**src/rtl/keypad_pkg.sv**
```systemverilog
// Shared keypad definitions: key codes, matrix geometry and the position-to-code map.
package keypad_pkg;

    localparam int NUM_ROWS = 4;
    localparam int NUM_COLS = 3;
    localparam int NUM_KEYS = NUM_ROWS * NUM_COLS;

    typedef logic [3:0] key_code_t;

    localparam key_code_t KEY_NONE = 4'd0;
    localparam key_code_t KEY_0    = 4'd1;
    localparam key_code_t KEY_1    = 4'd2;
    localparam key_code_t KEY_2    = 4'd3;
    localparam key_code_t KEY_3    = 4'd4;
    localparam key_code_t KEY_4    = 4'd5;
    localparam key_code_t KEY_5    = 4'd6;
    localparam key_code_t KEY_6    = 4'd7;
    localparam key_code_t KEY_7    = 4'd8;
    localparam key_code_t KEY_8    = 4'd9;
    localparam key_code_t KEY_9    = 4'd10;
    localparam key_code_t KEY_STAR = 4'd11;
    localparam key_code_t KEY_HASH = 4'd12;

    function automatic key_code_t key_map(input logic [1:0] row, input logic [1:0] col);
        key_code_t code;
        case ({row, col})
            4'b00_00: code = KEY_1;
            4'b00_01: code = KEY_2;
            4'b00_10: code = KEY_3;
            4'b01_00: code = KEY_4;
            4'b01_01: code = KEY_5;
            4'b01_10: code = KEY_6;
            4'b10_00: code = KEY_7;
            4'b10_01: code = KEY_8;
            4'b10_10: code = KEY_9;
            4'b11_00: code = KEY_STAR;
            4'b11_01: code = KEY_0;
            4'b11_10: code = KEY_HASH;
            default:  code = KEY_NONE;
        endcase
        return code;
    endfunction

    // Zero hits or a chord (two or more hits) both yield KEY_NONE.
    function automatic key_code_t frame_candidate(input logic [NUM_KEYS-1:0] hits);
        key_code_t   code;
        int unsigned count;
        code  = KEY_NONE;
        count = 32'd0;
        for (int r = 0; r < NUM_ROWS; r++) begin
            for (int c = 0; c < NUM_COLS; c++) begin
                if (hits[r*NUM_COLS + c]) begin
                    count = count + 32'd1;
                    code  = key_map(2'(r), 2'(c));
                end else begin
                    code = code;
                end
            end
        end
        if (count != 32'd1) begin
            code = KEY_NONE;
        end else begin
            code = code;
        end
        return code;
    endfunction

endpackage

```
**src/rtl/keypad_encoder_if.sv**
```systemverilog
// Key-code interface between the keypad encoder (master) and the lock logic (slave).
interface keypad_encoder_if;
    import keypad_pkg::*;

    key_code_t key_code;
    logic      key_valid;

    modport master (output key_code, output key_valid);
    modport slave  (input  key_code, input  key_valid);
endinterface

```
**src/rtl/keypad_debounce.sv**
```systemverilog
// Frame-level debounce of the scan candidate; drives the key code with a forced 0 gap between keys.
module keypad_debounce
    import keypad_pkg::*;
#(
    parameter int DEBOUNCE = 3
) (
    input  logic              clk,
    input  logic              rst_n,
    input  logic              frame_end_i,
    input  key_code_t         cand_i,
    keypad_encoder_if.master  key_if
);

    localparam logic [3:0] DEB = 4'(DEBOUNCE);

    key_code_t  prev_q, prev_d;
    logic [3:0] cnt_q, cnt_d;
    key_code_t  code_q, code_d;
    logic       valid_q, valid_d;
    logic       stable_s;

    // Next-state: run count of identical candidates and output update at frame end.
    always_comb begin
        prev_d   = prev_q;
        cnt_d    = cnt_q;
        code_d   = code_q;
        valid_d  = 1'b0;
        stable_s = 1'b0;
        if (frame_end_i) begin
            prev_d = cand_i;
            if (cand_i == prev_q) begin
                if (cnt_q >= DEB) begin
                    cnt_d = DEB;
                end else begin
                    cnt_d = cnt_q + 4'd1;
                end
            end else begin
                cnt_d = 4'd1;
            end
            stable_s = (cnt_d == DEB);
            // A direct key change first drops to 0; the new key loads next frame if still stable.
            if (stable_s && (cand_i != code_q)) begin
                if (code_q == KEY_NONE) begin
                    code_d  = cand_i;
                    valid_d = 1'b1;
                end else begin
                    code_d = KEY_NONE;
                end
            end else begin
                code_d = code_q;
            end
        end else begin
            prev_d = prev_q;
        end
    end

    // Debounce state and registered outputs.
    always_ff @(posedge clk or negedge rst_n) begin
        if (!rst_n) begin
            prev_q  <= KEY_NONE;
            cnt_q   <= 4'd0;
            code_q  <= KEY_NONE;
            valid_q <= 1'b0;
        end else begin
            prev_q  <= prev_d;
            cnt_q   <= cnt_d;
            code_q  <= code_d;
            valid_q <= valid_d;
        end
    end

    assign key_if.key_code  = code_q;
    assign key_if.key_valid = valid_q;

endmodule

```
**src/rtl/keypad_encoder.sv**
```systemverilog
// 4x3 keypad scanner: column synchroniser, row/slot sequencing, per-frame hit capture.
module keypad_encoder
    import keypad_pkg::*;
#(
    parameter int SCAN_DIV = 16,
    parameter int DEBOUNCE = 3
) (
    input  logic              clk,
    input  logic              rst_n,
    input  logic [2:0]        col_i,
    output logic [3:0]        row_o,
    keypad_encoder_if.master  key_if
);

    localparam int                SLOT_W    = $clog2(SCAN_DIV);
    localparam logic [SLOT_W-1:0] SLOT_LAST = SLOT_W'(SCAN_DIV - 1);

    logic [2:0]          col_meta_q, col_sync_q;
    logic [SLOT_W-1:0]   slot_q, slot_d;
    logic [1:0]          row_idx_q, row_idx_d;
    logic [3:0]          row_q, row_d;
    logic [NUM_KEYS-1:0] hits_q, hits_d, hits_s;
    key_code_t           cand_q, cand_d;
    logic                frame_end_q, frame_end_d;
    logic                slot_last_s, frame_last_s;

    // Scan sequencing and hit capture; the last row's sample is folded in at frame end.
    always_comb begin
        slot_last_s  = (slot_q == SLOT_LAST);
        frame_last_s = slot_last_s && (row_idx_q == 2'd3);
        hits_s       = hits_q;
        if (slot_last_s) begin
            case (row_idx_q)
                2'd0:    hits_s[2:0]  = col_sync_q;
                2'd1:    hits_s[5:3]  = col_sync_q;
                2'd2:    hits_s[8:6]  = col_sync_q;
                2'd3:    hits_s[11:9] = col_sync_q;
                default: hits_s       = hits_q;
            endcase
        end else begin
            hits_s = hits_q;
        end
        if (slot_last_s) begin
            slot_d    = '0;
            row_idx_d = row_idx_q + 2'd1;
            row_d     = {row_q[2:0], row_q[3]};
        end else begin
            slot_d    = slot_q + SLOT_W'(1);
            row_idx_d = row_idx_q;
            row_d     = row_q;
        end
        if (frame_last_s) begin
            hits_d = '0;
            cand_d = frame_candidate(hits_s);
        end else begin
            hits_d = hits_s;
            cand_d = cand_q;
        end
        frame_end_d = frame_last_s;
    end

    // Synchroniser and scan registers.
    always_ff @(posedge clk or negedge rst_n) begin
        if (!rst_n) begin
            col_meta_q  <= 3'b000;
            col_sync_q  <= 3'b000;
            slot_q      <= '0;
            row_idx_q   <= 2'd0;
            row_q       <= 4'b0001;
            hits_q      <= '0;
            cand_q      <= KEY_NONE;
            frame_end_q <= 1'b0;
        end else begin
            col_meta_q  <= col_i;
            col_sync_q  <= col_meta_q;
            slot_q      <= slot_d;
            row_idx_q   <= row_idx_d;
            row_q       <= row_d;
            hits_q      <= hits_d;
            cand_q      <= cand_d;
            frame_end_q <= frame_end_d;
        end
    end

    assign row_o = row_q;

    keypad_debounce #(
        .DEBOUNCE (DEBOUNCE)
    ) u_debounce (
        .clk         (clk),
        .rst_n       (rst_n),
        .frame_end_i (frame_end_q),
        .cand_i      (cand_q),
        .key_if      (key_if)
    );

endmodule

```
**src/flat_wrapper.sv**
```systemverilog
// flat-port wrapper written by rule: the top's interface ports become plain ports
module keypad_encoder_flat import keypad_pkg::*;
#(
    parameter int SCAN_DIV = 16,
    parameter int DEBOUNCE = 3
)
  (clk, rst_n, col_i, row_o, key_if_key_code, key_if_key_valid);
  keypad_encoder_if key_if_i ();
  input  logic clk;
  input  logic rst_n;
  input  logic [2:0] col_i;
  output logic [3:0] row_o;
  output wire logic [$bits(key_if_i.key_code)-1:0] key_if_key_code;
  output wire logic [$bits(key_if_i.key_valid)-1:0] key_if_key_valid;
  assign key_if_key_code = key_if_i.key_code;
  assign key_if_key_valid = key_if_i.key_valid;
  keypad_encoder #(.SCAN_DIV(SCAN_DIV), .DEBOUNCE(DEBOUNCE)) u_core (.clk(clk), .rst_n(rst_n), .col_i(col_i), .row_o(row_o), .key_if(key_if_i));
endmodule
```
**config.mk**
```make
export PLATFORM = sky130hd
export DESIGN_NAME = keypad_encoder_flat
export DESIGN_NICKNAME = d
export VERILOG_FILES = /design/src/rtl/keypad_pkg.sv /design/src/rtl/keypad_encoder_if.sv /design/src/rtl/keypad_debounce.sv /design/src/rtl/keypad_encoder.sv /design/src/flat_wrapper.sv
export SDC_FILE = /design/constraint.sdc
export NUM_CORES = 1
export LEC_CHECK = 0
export ABC_AREA = 1
export ABC_CLOCK_PERIOD_IN_PS = 8150
export BUFFER_PORTS_ARGS = -buffer_cell sky130_fd_sc_hd__buf_2
export CAP_MARGIN = 20
export CORE_MARGIN = 2
export CORE_UTILIZATION = 45
export CTS_CLUSTER_DIAMETER = 200
export DETAILED_ROUTE_END_ITERATION = 7
export PLACE_DENSITY_LB_ADDON = 0.25
export SYNTH_ARGS = -nofsm -noshare
export SYNTH_HDL_FRONTEND = slang
export SYNTH_SLANG_ARGS = --single-unit
export TNS_END_PERCENT = 100
```
**constraint.sdc**
```tcl
create_clock -name clk -period 8.15 [get_ports clk]
set_input_delay 0.815 -clock clk [delete_from_list [all_inputs] [get_ports clk]]
set_output_delay 0.815 -clock clk [all_outputs]
set_load 0.02 [all_outputs]
```
### Word-level counts from Yosys, hierarchy flattened

Cells that the tools add are included.

| storage, ports and cells | value |
|---|---|
| memory bits (writable) | 0 |
| input port bits | 5 |
| bits in latches | 0 |
| register bits after elaboration | 46 |
| memories kept | 0 |
| output and inout bits | 9 |
| word-level logic and storage cells | 91 |
| memory bits (read-only) | 0 |

| cells by class | value |
|---|---|
| reductions and logical operators | 5 |
| bitwise operators | 0 |
| eq/ne operators | 8 |
| muxes and demuxes | 51 |
| order comparisons | 1 |
| add/sub/neg operators | 14 |
| shift-type cells | 0 |
| div/mod/pow operators | 0 |
| multiply operators | 0 |

Operators with widths:

| cell | count |
|---|---|
| $mux W32 | 23 |
| $add A32 B1 Y32 const B | 11 |
| $mux W4 | 12 |
| $ne A32 B1 Y1 const B | 1 |
| $mux W12 | 2 |
| $mux W3 | 8 |
| $add A4 B1 Y4 const B | 2 |
| $eq A2 B2 Y1 const B | 2 |
| $eq A4 B2 Y1 const B | 1 |
| $eq A4 B4 Y1 | 1 |
| $eq A4 B4 Y1 const B | 1 |
| $ge A4 B2 Y1 const B | 1 |
| $logic_not A4 Y1 | 1 |
| $mux W1 | 4 |
| $mux W2 | 2 |
| $ne A4 B4 Y1 | 1 |
| $add A2 B1 Y2 const B | 1 |
| $eq A2 B1 Y1 const B | 1 |
| $logic_and A1 B1 Y1 | 2 |
| $logic_not A2 Y1 | 1 |
| $reduce_and A2 Y1 | 1 |

### Longest topological paths before layout

Gate-level depths: netlist of run 1.

| depth | value |
|---|---|
| word-level depth | 40 |
| depth in mapped cells | 47 |
| mapped depth without buffers | 47 |

### By module

A second synthesis of run 1 with hierarchy kept.

| unflattened totals | value |
|---|---|
| cells, all modules | 481 |
| area total of the unflattened synthesis | 3,387.0 um^2 |

Modules (own cells, without submodules):

| module | times used | area each (um^2) | cells an instance | sequential area each (um^2) |
|---|---|---|---|---|
| keypad_encoder | 1 | 2,600.0 | 369 | 827.0 |
| keypad_debounce | 1 | 787.0 | 112 | 325.3 |

### Worst setup path before layout of run 1

OpenSTA, ideal clock, no wires.

| timing | value |
|---|---|
| kind | register to register |
| from | register u_core.slot_q[0] |
| to | register u_core.cand_q[0] |
| slack | 1.642 ns |
| stages on the path, launching flop included | 45 |
| setup time | 0.065 ns |
| buffers on the path | 0 |
| arrival | 6.443 ns |
| required time | 8.085 ns |
| clock period less this slack | 6.508 ns |
| path through | dfrtp_1 ha_1 nand2_2 nor2_8 or2_1 nand2_2 inv_2 nand2_2 nand2_2 ha_1 nand2_1 nand2_1 ha_1 or2_1 nand2_1 inv_1 ha_1 nand2_1 [9 not listed] or2_2 and2_1 ha_1 nand2_1 nand2_1 ha_1 o21ai_0 inv_1 ha_1 inv_1 nor2_1 xnor2_1 xor2_1 inv_1 nand3_1 nor2_2 nand3_1 nand2_1 |

| between the ends | value |
|---|---|
| cells in the longest elaborated chain, start to end | 39 |
| elaborated cells on any way between the ends | 51 |
| classes of those cells | 11 x add/sub; 2 x eq/ne; 37 x mux; 1 x reduce/logical |

RTL lines:

| what | line | RTL |
|---|---|---|
| from (decl) | keypad_encoder.sv:19 | `logic [SLOT_W-1:0] slot_q, slot_d;` |
| from (signal assigned) | keypad_encoder.sv:76 | `slot_q <= slot_d;` |
| $eq A4 B4 Y1 * | keypad_encoder.sv:29 | `slot_last_s = (slot_q == SLOT_LAST);` |
| $mux W12 | keypad_encoder.sv:32 | `if (slot_last_s) begin` |
| $mux W1 | keypad_pkg.sv:52 | `if (hits[r*NUM_COLS + c]) begin` |
| $mux W32 | keypad_encoder.sv:52 | `if (frame_last_s) begin` |
| $add A32 B1 Y32 | keypad_pkg.sv:53 | `count = count + 32'd1;` |
| $mux W32 | keypad_pkg.sv:52 |  |
| $mux W32 | keypad_encoder.sv:52 |  |
| $add A32 B1 Y32 | keypad_pkg.sv:53 |  |
| [23 not listed] | -- |  |
| $add A32 B1 Y32 | keypad_pkg.sv:53 |  |
| $mux W32 | keypad_pkg.sv:52 |  |
| $mux W32 | keypad_encoder.sv:52 |  |
| $add A32 B1 Y32 | keypad_pkg.sv:53 |  |
| $mux W32 | keypad_pkg.sv:52 |  |
| $mux W32 | keypad_encoder.sv:52 |  |
| $ne A32 B1 Y1 | keypad_pkg.sv:60 | `if (count != 32'd1) begin` |
| $mux W4 | keypad_pkg.sv:60 |  |
| to (signal assigned) | keypad_encoder.sv:80 | `cand_q <= cand_d;` |
| to (decl) | keypad_encoder.sv:23 | `key_code_t cand_q, cand_d;` |

Every way passes the cells marked *; elsewhere a longest branch is shown, timed or not. The select of a mux whose other input is x is not followed.
A chain may end at the register's enable or synchronous reset.

### Final worst setup path of run 1

| timing | value |
|---|---|
| from | register u_core.row_idx_q[0] |
| to | register u_core.cand_q[2] |

| between the ends | value |
|---|---|
| cells in the longest elaborated chain, start to end | 40 |
| elaborated cells on any way between the ends | 57 |
| classes of those cells | 11 x add/sub; 4 x eq/ne; 40 x mux; 2 x reduce/logical |

RTL lines:

| what | line | RTL |
|---|---|---|
| from (decl) | keypad_encoder.sv:20 | `logic [1:0] row_idx_q, row_idx_d;` |
| from (signal assigned) | keypad_encoder.sv:77 | `row_idx_q <= row_idx_d;` |
| $logic_not A2 Y1 | keypad_encoder.sv:33 | `case (row_idx_q)` |
| $mux W3 | keypad_encoder.sv:33 |  |
| $mux W12 | keypad_encoder.sv:32 |  |
| $mux W1 | keypad_pkg.sv:52 |  |
| $mux W32 | keypad_encoder.sv:52 |  |
| $add A32 B1 Y32 | keypad_pkg.sv:53 |  |
| $mux W32 | keypad_pkg.sv:52 |  |
| $mux W32 | keypad_encoder.sv:52 |  |
| [24 not listed] | -- |  |
| $add A32 B1 Y32 | keypad_pkg.sv:53 |  |
| $mux W32 | keypad_pkg.sv:52 |  |
| $mux W32 | keypad_encoder.sv:52 |  |
| $add A32 B1 Y32 | keypad_pkg.sv:53 |  |
| $mux W32 | keypad_pkg.sv:52 |  |
| $mux W32 | keypad_encoder.sv:52 |  |
| $ne A32 B1 Y1 | keypad_pkg.sv:60 |  |
| $mux W4 | keypad_pkg.sv:60 |  |

Parallel ways exist; a longest one is shown, timed or not. The select of a mux whose other input is x is not followed.

==> results of run 1 <==
[critical path, delay by kind of cell (launching register included)]
kind                     cells  cell delay (ns)
XOR/XNOR                     2             0.31
buffers and inverters        7             0.50
adder cells (fa/ha/maj)     10             2.56
flip-flops                   1             0.41
AO/OA/AOI/OAI                1             0.20
AND/OR/NAND/NOR             27             2.95
[stage by stage]
stage | area (sq um) | instances | power [mW]
after global routing | 3440 | 555 | 0.528
after CTS | 3420 | 554 | 0.495
after floorplan | 3160 | 440 | 0.330
after global placement | 3330 | 546 | 0.352
final | 3440 | 555 | 0.490
after detailed placement | 3330 | 546 | 0.353
[path summary, 6_finish.rpt]
check / from / end / cells past startpoint
max in group asynchronous: rst_n / u_core.row_o[0]$_DFFE_PN1N_ / 2
setup / recovery: u_core.row_idx_q[0]$_DFFE_PN0N_ / u_core.cand_q[2]$_DFFE_PN0P_ / 47
min in group asynchronous: rst_n / u_core.u_debounce.key_if.key_code[0]$_DFFE_PN0P_ / 1
hold reg to reg: u_core.col_meta_q[0]$_DFF_PN0_ / u_core.col_sync_q[0]$_DFF_PN0_ / 0
setup reg to reg: u_core.row_idx_q[0]$_DFFE_PN0N_ / u_core.cand_q[2]$_DFFE_PN0P_ / 47
hold / removal: u_core.col_meta_q[0]$_DFF_PN0_ / u_core.col_sync_q[0]$_DFF_PN0_ / 0
[per-layer routing]
| metal | vias up | part of all wire, % | GRT usage, % |
|---|---|---|---|
| met4 | 0 | 0.88 | 3.92 |
| met5 | - | 0 | 0 |
| met1 | 1190 | 50 | 22.3 |
| met3 | 6 | 2.1 | 3.11 |
| li1 | 1418 | - | - |
| met2 | 22 | 47 | 28.2 |
[cells by family after synthesis]
kind of cell	share of synthesized area [%]
AO/OA/AOI/OAI	9.19
XOR/XNOR	2.77
adder cells (fa/ha/maj)	6.34
buffers and inverters	8.52
flip-flops	36.5
AND/OR/NAND/NOR	36.7
[area by class of cell]
class                      count  area, sq um  share of cell area [%]
timing repair buffer          14         85.1                    2.47
tap                           96          120                    3.49
inverter                      68          256                    7.45
clock buffer                   7         86.3                    2.51
multi-input combinational    323         1740                    50.5
clock inverter                 1         5.00                   0.145
sequential                    46         1150                    33.5
[Yosys cell counts, drive strengths merged]
cell / count / share of area (%)
a21boi: 1 / 0.24
a31oi: 1 / 0.20
nand3: 41 / 7.7
buf: 2 / 0.28
nor3: 2 / 0.32
clkinv: 3 / 0.40
nor4: 1 / 0.20
nand3b: 3 / 0.71
or2: 6 / 1.2
a21oi: 9 / 2.0
nand4: 5 / 0.99
dfstp: 1 / 0.83
o21ai: 25 / 4.9
nor2: 41 / 5.7
nand2: 153 / 20
o211ai: 1 / 0.24
o21a: 3 / 0.71
dfrtp: 45 / 36
ha: 16 / 6.3
xnor2: 6 / 1.7
o31ai: 2 / 0.48
inv: 65 / 7.7
xor2: 4 / 1.1
clkbuf: 1 / 0.12
o22ai: 2 / 0.40
and2: 1 / 0.20
[flip-flops by register name, indices dropped and copies added, names as in the netlist]
register / count
u_core.cand_q: 4
u_core.col_meta_q: 3
u_core.col_sync_q: 3
u_core.frame_end_q: 1
u_core.hits_q: 12
u_core.row_idx_q: 2
u_core.row_o: 4
u_core.slot_q: 4
u_core.u_debounce.cnt_q: 4
u_core.u_debounce.key_if.key_code: 4
u_core.u_debounce.key_if.key_valid: 1
u_core.u_debounce.prev_q: 4
[report_power, final]
| group | switching [mW] | leakage (nW) | internal, mW |
|---|---|---|---|
| logic | 0.0755 | 1.25 | 0.0402 |
| clock network | 0.0727 | 0.0482 | 0.0685 |
| registers | 0.00180 | 0.590 | 0.232 |
| total | 0.150 | 1.88 | 0.340 |
==> run_results.csv, run 1 <==
group,metric,value,unit
outcome,status,"completed",
grt,grt_pass1_wl,10400,um
setup_path,cp_common_cell,"nand2_1",
logic_synthesis,synth.cell_area,0.00316,sq mm
cts,postCtsSetupBuffers,0,
cts,clock_sinks,46,
cts,clock_path_buffers,2,
routing,drtPass1Iterations,4,
setup_path,max_stage_delay,0.41,ns
die,rows,30,
logic_synthesis,ys_warn_count,0,
power,ir_drop,102,uV
sta,worstMarginPinSlew,0.488,ns
cts,cts_resized,0,
die,coreArea,0.00679,sq mm
power,p_leak,1.88,nW
cts,clk_pin_slew_worst_paths,0.08,ns
layout,layout_commonest_cell,"nand2_1",
sta,clock_skew,0.00322,ns
logic_synthesis,yosysUniqueCellTypes,41,
cts,h-tree-depth,2,
setup_path,path_class,"reg -> reg",
setup_path,startpoint_type,"register",
layout,syn_to_final_growth,8.99,%
die,die_area,0.00770,sq mm
setup_path,crit_arrival,7.24,ns
min_path,hold_path_class,"reg -> reg",
power,power.density,142,mW/mm^2
grt,antenna_found_initial,0,
routing,viasPerCell,4.75,
grt,grt_start_max_net_pins,47,
die,die_h,87.8,um
setup_path,crit_required,8.38,ns
layout,antenna_cells,0,
routing,ant_nets,0,
setup_path,r2r_slack,1.14,ns
setup_path,cp-end-kind,"register",
die,start_util,46.5,%
logic_synthesis,syn_inst,440,
cts,cts_hold_buf,0,
cts,clk_latency,0.29,ns
setup_path,critical-path-slowest-cell,"dfrtp_1",
die,die_width,87.8,um
grt,grt_usage,16.7,%
layout,finalCoreUtilization,50.7,%
placed_design,dp_hpwl,4540,um
routing,drcViolationCount,0,
logic_synthesis,synthesis.nets,461,
sta,final.period_utilization,86.0,%
logic_synthesis,syn_avg_cell_area,7.18,sq um
grt,overflow,0,
placed_design,gp_congestion,0.865,
sta,drv_slew,0,
setup_path,crit_fanout,5,
sta,period_minus_slack,7.01,ns
sta,setup_viol,0,
job,drv_cap,0,
cts,cts_tree,"built",
cts,cts_root_buffer,"clkbuf_8",
layout,drive_above_1_share,15.0,%
routing,wire_per_inst,10.5,um
logic_synthesis,yosysSeqAreaShare,36.5,%
sta,fin_ws,1.14,ns
sta,fin_setup_tns,0,ns
sta,final-hold-violation-count,0,
sta,holdWs,0.355,ns
layout,layout.cells.most_common_list,"nand2_1 (136), inv_1 (58), dfrtp_1 (45), nor2_1 (36), nand3_1 (35)",
cts,cts_buffers,5,
sta,slew_headroom,67.3,%
placed_design,dpl_worst_slack,1.17,ns
layout,fillers,665,
sta,rsz0062_at_grt,"no",
placed_design,io_buffers,13,
routing,drt-total-wl,5830,um
layout,final_nets,479,
die,pin_count,14,
logic_synthesis,ys_ff_latch,46,
sta,fmax,143,MHz
routing,drt-initial-drc-count,120,
routing,routed-via-count,2636,
grt,grt_pass1_vias,2424,
(Power assumes the default switching activity.)
==> run 2: changes to the inputs <==
--- a/config.mk
+++ b/config.mk
@@ -14,6 +14,7 @@
 export CTS_CLUSTER_DIAMETER = 200
 export DETAILED_ROUTE_END_ITERATION = 7
 export PLACE_DENSITY_LB_ADDON = 0.25
+export RECOVER_POWER = 100
 export SYNTH_ARGS = -nofsm -noshare
 export SYNTH_HDL_FRONTEND = slang
 export SYNTH_SLANG_ARGS = --single-unit
==> run 2 against run 1 <==
The run now ends with max-capacitance violations, max-slew violations left. Flip-flop and latch count stayed put. Die area unchanged. Routed wire length down 0.21%. Combinational power hardly changed. Clock skew up 0.0012 ns. Sequential power about the same. Sequential share of layout area rose by 0.43 points. Final area is 1.3% lower. Total power fell by 0.65%. Global-route usage stayed put. Maximum frequency down 1.7%. Clock power about the same. Critical endpoint unchanged. Highest routed layer unchanged.
==> run_results.csv, run 2 (synthesized netlist as in run 1, its figures left out) <==
group,metric,value,unit
sta,worstMarginPinSlew,1.54,ns
setup_path,max_stage_delay,0.41,ns
cts,cts_root_buffer,"clkbuf_8",
layout,layout_commonest_cell,"nand2_1",
die,die_area,0.00770,sq mm
routing,ant_nets,0,
layout,antenna_cells,0,
grt,overflow,0,
layout,fin_area,0.00340,sq mm
setup_path,crit_arrival,7.36,ns
routing,wl_met2,2730,um
routing,wl_met1,2900,um
sta,fin_setup_tns,0,ns
routing,drtPass1Iterations,6,
setup_path,critical-path-slowest-cell,"dfrtp_1",
cts,cts_resized,0,
layout,final_nets,479,
power,power.density,143,mW/mm^2
cts,clock_sinks,46,
cts,cts_hold_buf,0,
grt,grt_usage,16.7,%
grt,grt_pass1_wl,10400,um
die,coreArea,0.00679,sq mm
routing,wire_per_inst,10.5,um
routing,viasPerCell,4.77,
power,ir_drop,101,uV
sta,setup_viol,0,
placed_design,place_area,0.00333,sq mm
cts,clock_path_buffers,2,
sta,drv_slew,31,
grt,antenna_found_initial,0,
routing,routed-via-count,2645,
die,start_util,46.5,%
cts,cts_tree,"built",
outcome,status,"finished, violations left",
sta,period_minus_slack,7.13,ns
setup_path,crit_required,8.38,ns
cts,clk_latency,0.29,ns
cts,clk_pin_slew_worst_paths,0.08,ns
setup_path,cp-end-kind,"register",
routing,drt-initial-drc-count,122,
min_path,holdPathStages,0,
routing,dr_wl_met3,127,um
routing,drcViolationCount,0,
grt,grt_pass1_vias,2424,
job,drv_cap,1,
routing,drt-total-wl,5820,um
layout,final_cells,555,
grt,grt_start_max_net_pins,47,
outcome,violations,"max-capacitance violations, max-slew violations",
layout,syn_to_final_growth,7.61,%
routing,top_layer,"met4",
setup_path,cp_common_cell,"nand2_1",
sta,fmax,140,MHz
placed_design,io_buffers,13,
sta,clock_skew,0.00441,ns
min_path,hold_path_class,"reg -> reg",
placed_design,dp.cells,546,
setup_path,crit_fanout,5,
layout,drive_above_1_share,11.5,%
die,die_h,87.8,um
power,p_leak,1.83,nW
die,pin_count,14,
layout,largest_register_ffs,12,
layout,layout.cells.most_common_list,"nand2_1 (139), inv_1 (58), dfrtp_1 (45), nor2_1 (37), nand3_1 (36)",
setup_path,r2r_cells,47,
placed_design,dp_hpwl,4540,um
placed_design,gp_congestion,0.865,
sta,rsz0062_at_grt,"no",
cts,cts_buffers,5,
cts,postCtsSetupBuffers,0,
sta,slew_headroom,-2.89,%
die,die_width,87.8,um
setup_path,startpoint_type,"register",
setup_path,path_class,"reg -> reg",
sta,final-hold-violation-count,0,
die,rows,30,
sta,final.period_utilization,87.4,%
cts,h-tree-depth,2,
layout,top_register,"u_core.hits_q",
run 2: cell types whose count changed in the layout (fill, tap and decap cells not counted):
cell / change
buf_12: -1
nor2_1: +1
or2_0: +1
nand3_1: +1
nand2_1: +3
nor2_2: -1
clkbuf_1: +11
or2_1: -1
nand3_2: -1
nand2_2: -3
buf_2: -10
run 2: path summary, 6_finish.rpt:
check                                                 from                                                to  slack (ns)
max                        u_core.row_idx_q[0]$_DFFE_PN0N_                      u_core.cand_q[2]$_DFFE_PN0P_        1.02
min                         u_core.col_meta_q[0]$_DFF_PN0_                    u_core.col_sync_q[0]$_DFF_PN0_        0.35
max reg2reg                u_core.row_idx_q[0]$_DFFE_PN0N_                      u_core.cand_q[2]$_DFFE_PN0P_        1.02
min reg2reg                 u_core.col_meta_q[0]$_DFF_PN0_                    u_core.col_sync_q[0]$_DFF_PN0_        0.35
max in group asynchronous                            rst_n                    u_core.col_meta_q[0]$_DFF_PN0_        5.63
min in group asynchronous                            rst_n  u_core.u_debounce.key_if.key_code[0]$_DFFE_PN0P_        0.61
run 2: power by group:
part | internal [mW] | total (mW) | switching, mW
combinational | 0.0388 | 0.113 | 0.0745
sequential | 0.232 | 0.234 | 0.00180
clock | 0.0685 | 0.140 | 0.0718
total | 0.339 | 0.487 | 0.148
run 2: per-stage QoR:
step | setup WS, ns | total power [mW] | util (%) | hold WS (ns)
2_1_floorplan | 1.64 | 0.330 | - | 0.331
3_3_place_gp | 1.24 | 0.352 | 49.0 | 0.336
3_5_place_dp | 1.17 | 0.353 | 49.0 | 0.339
4_1_cts | 1.11 | 0.495 | 50.4 | 0.360
5_1_grt | 0.312 | 0.526 | 50.0 | 0.363
6_report | 1.02 | 0.487 | 50.0 | 0.354
run 2: per-layer routing:
metal  GRT usage [%]  vias up
met4            3.92        0
met2            28.2       23
li1                -     1420
met5               0        -
met3            3.11        7
met1            22.3     1195
run 2: critical path: cells and delay by family (launching register included):
kind	cells	cell delay, ns
compound gates	1	0.20
flops	1	0.41
simple gates	27	3.06
buf+inv	7	0.50
fa+ha+maj	10	2.56
xor+xnor	2	0.31
run 2: area by class of cell:
cell class | instances | area (sq um)
fill | 678 | 3400
multi-input combinational | 323 | 1720
sequential | 46 | 1150
inverter | 68 | 256
tap | 96 | 120
clock buffer | 7 | 86.3
timing repair buffer | 14 | 56.3
clock inverter | 1 | 5.00
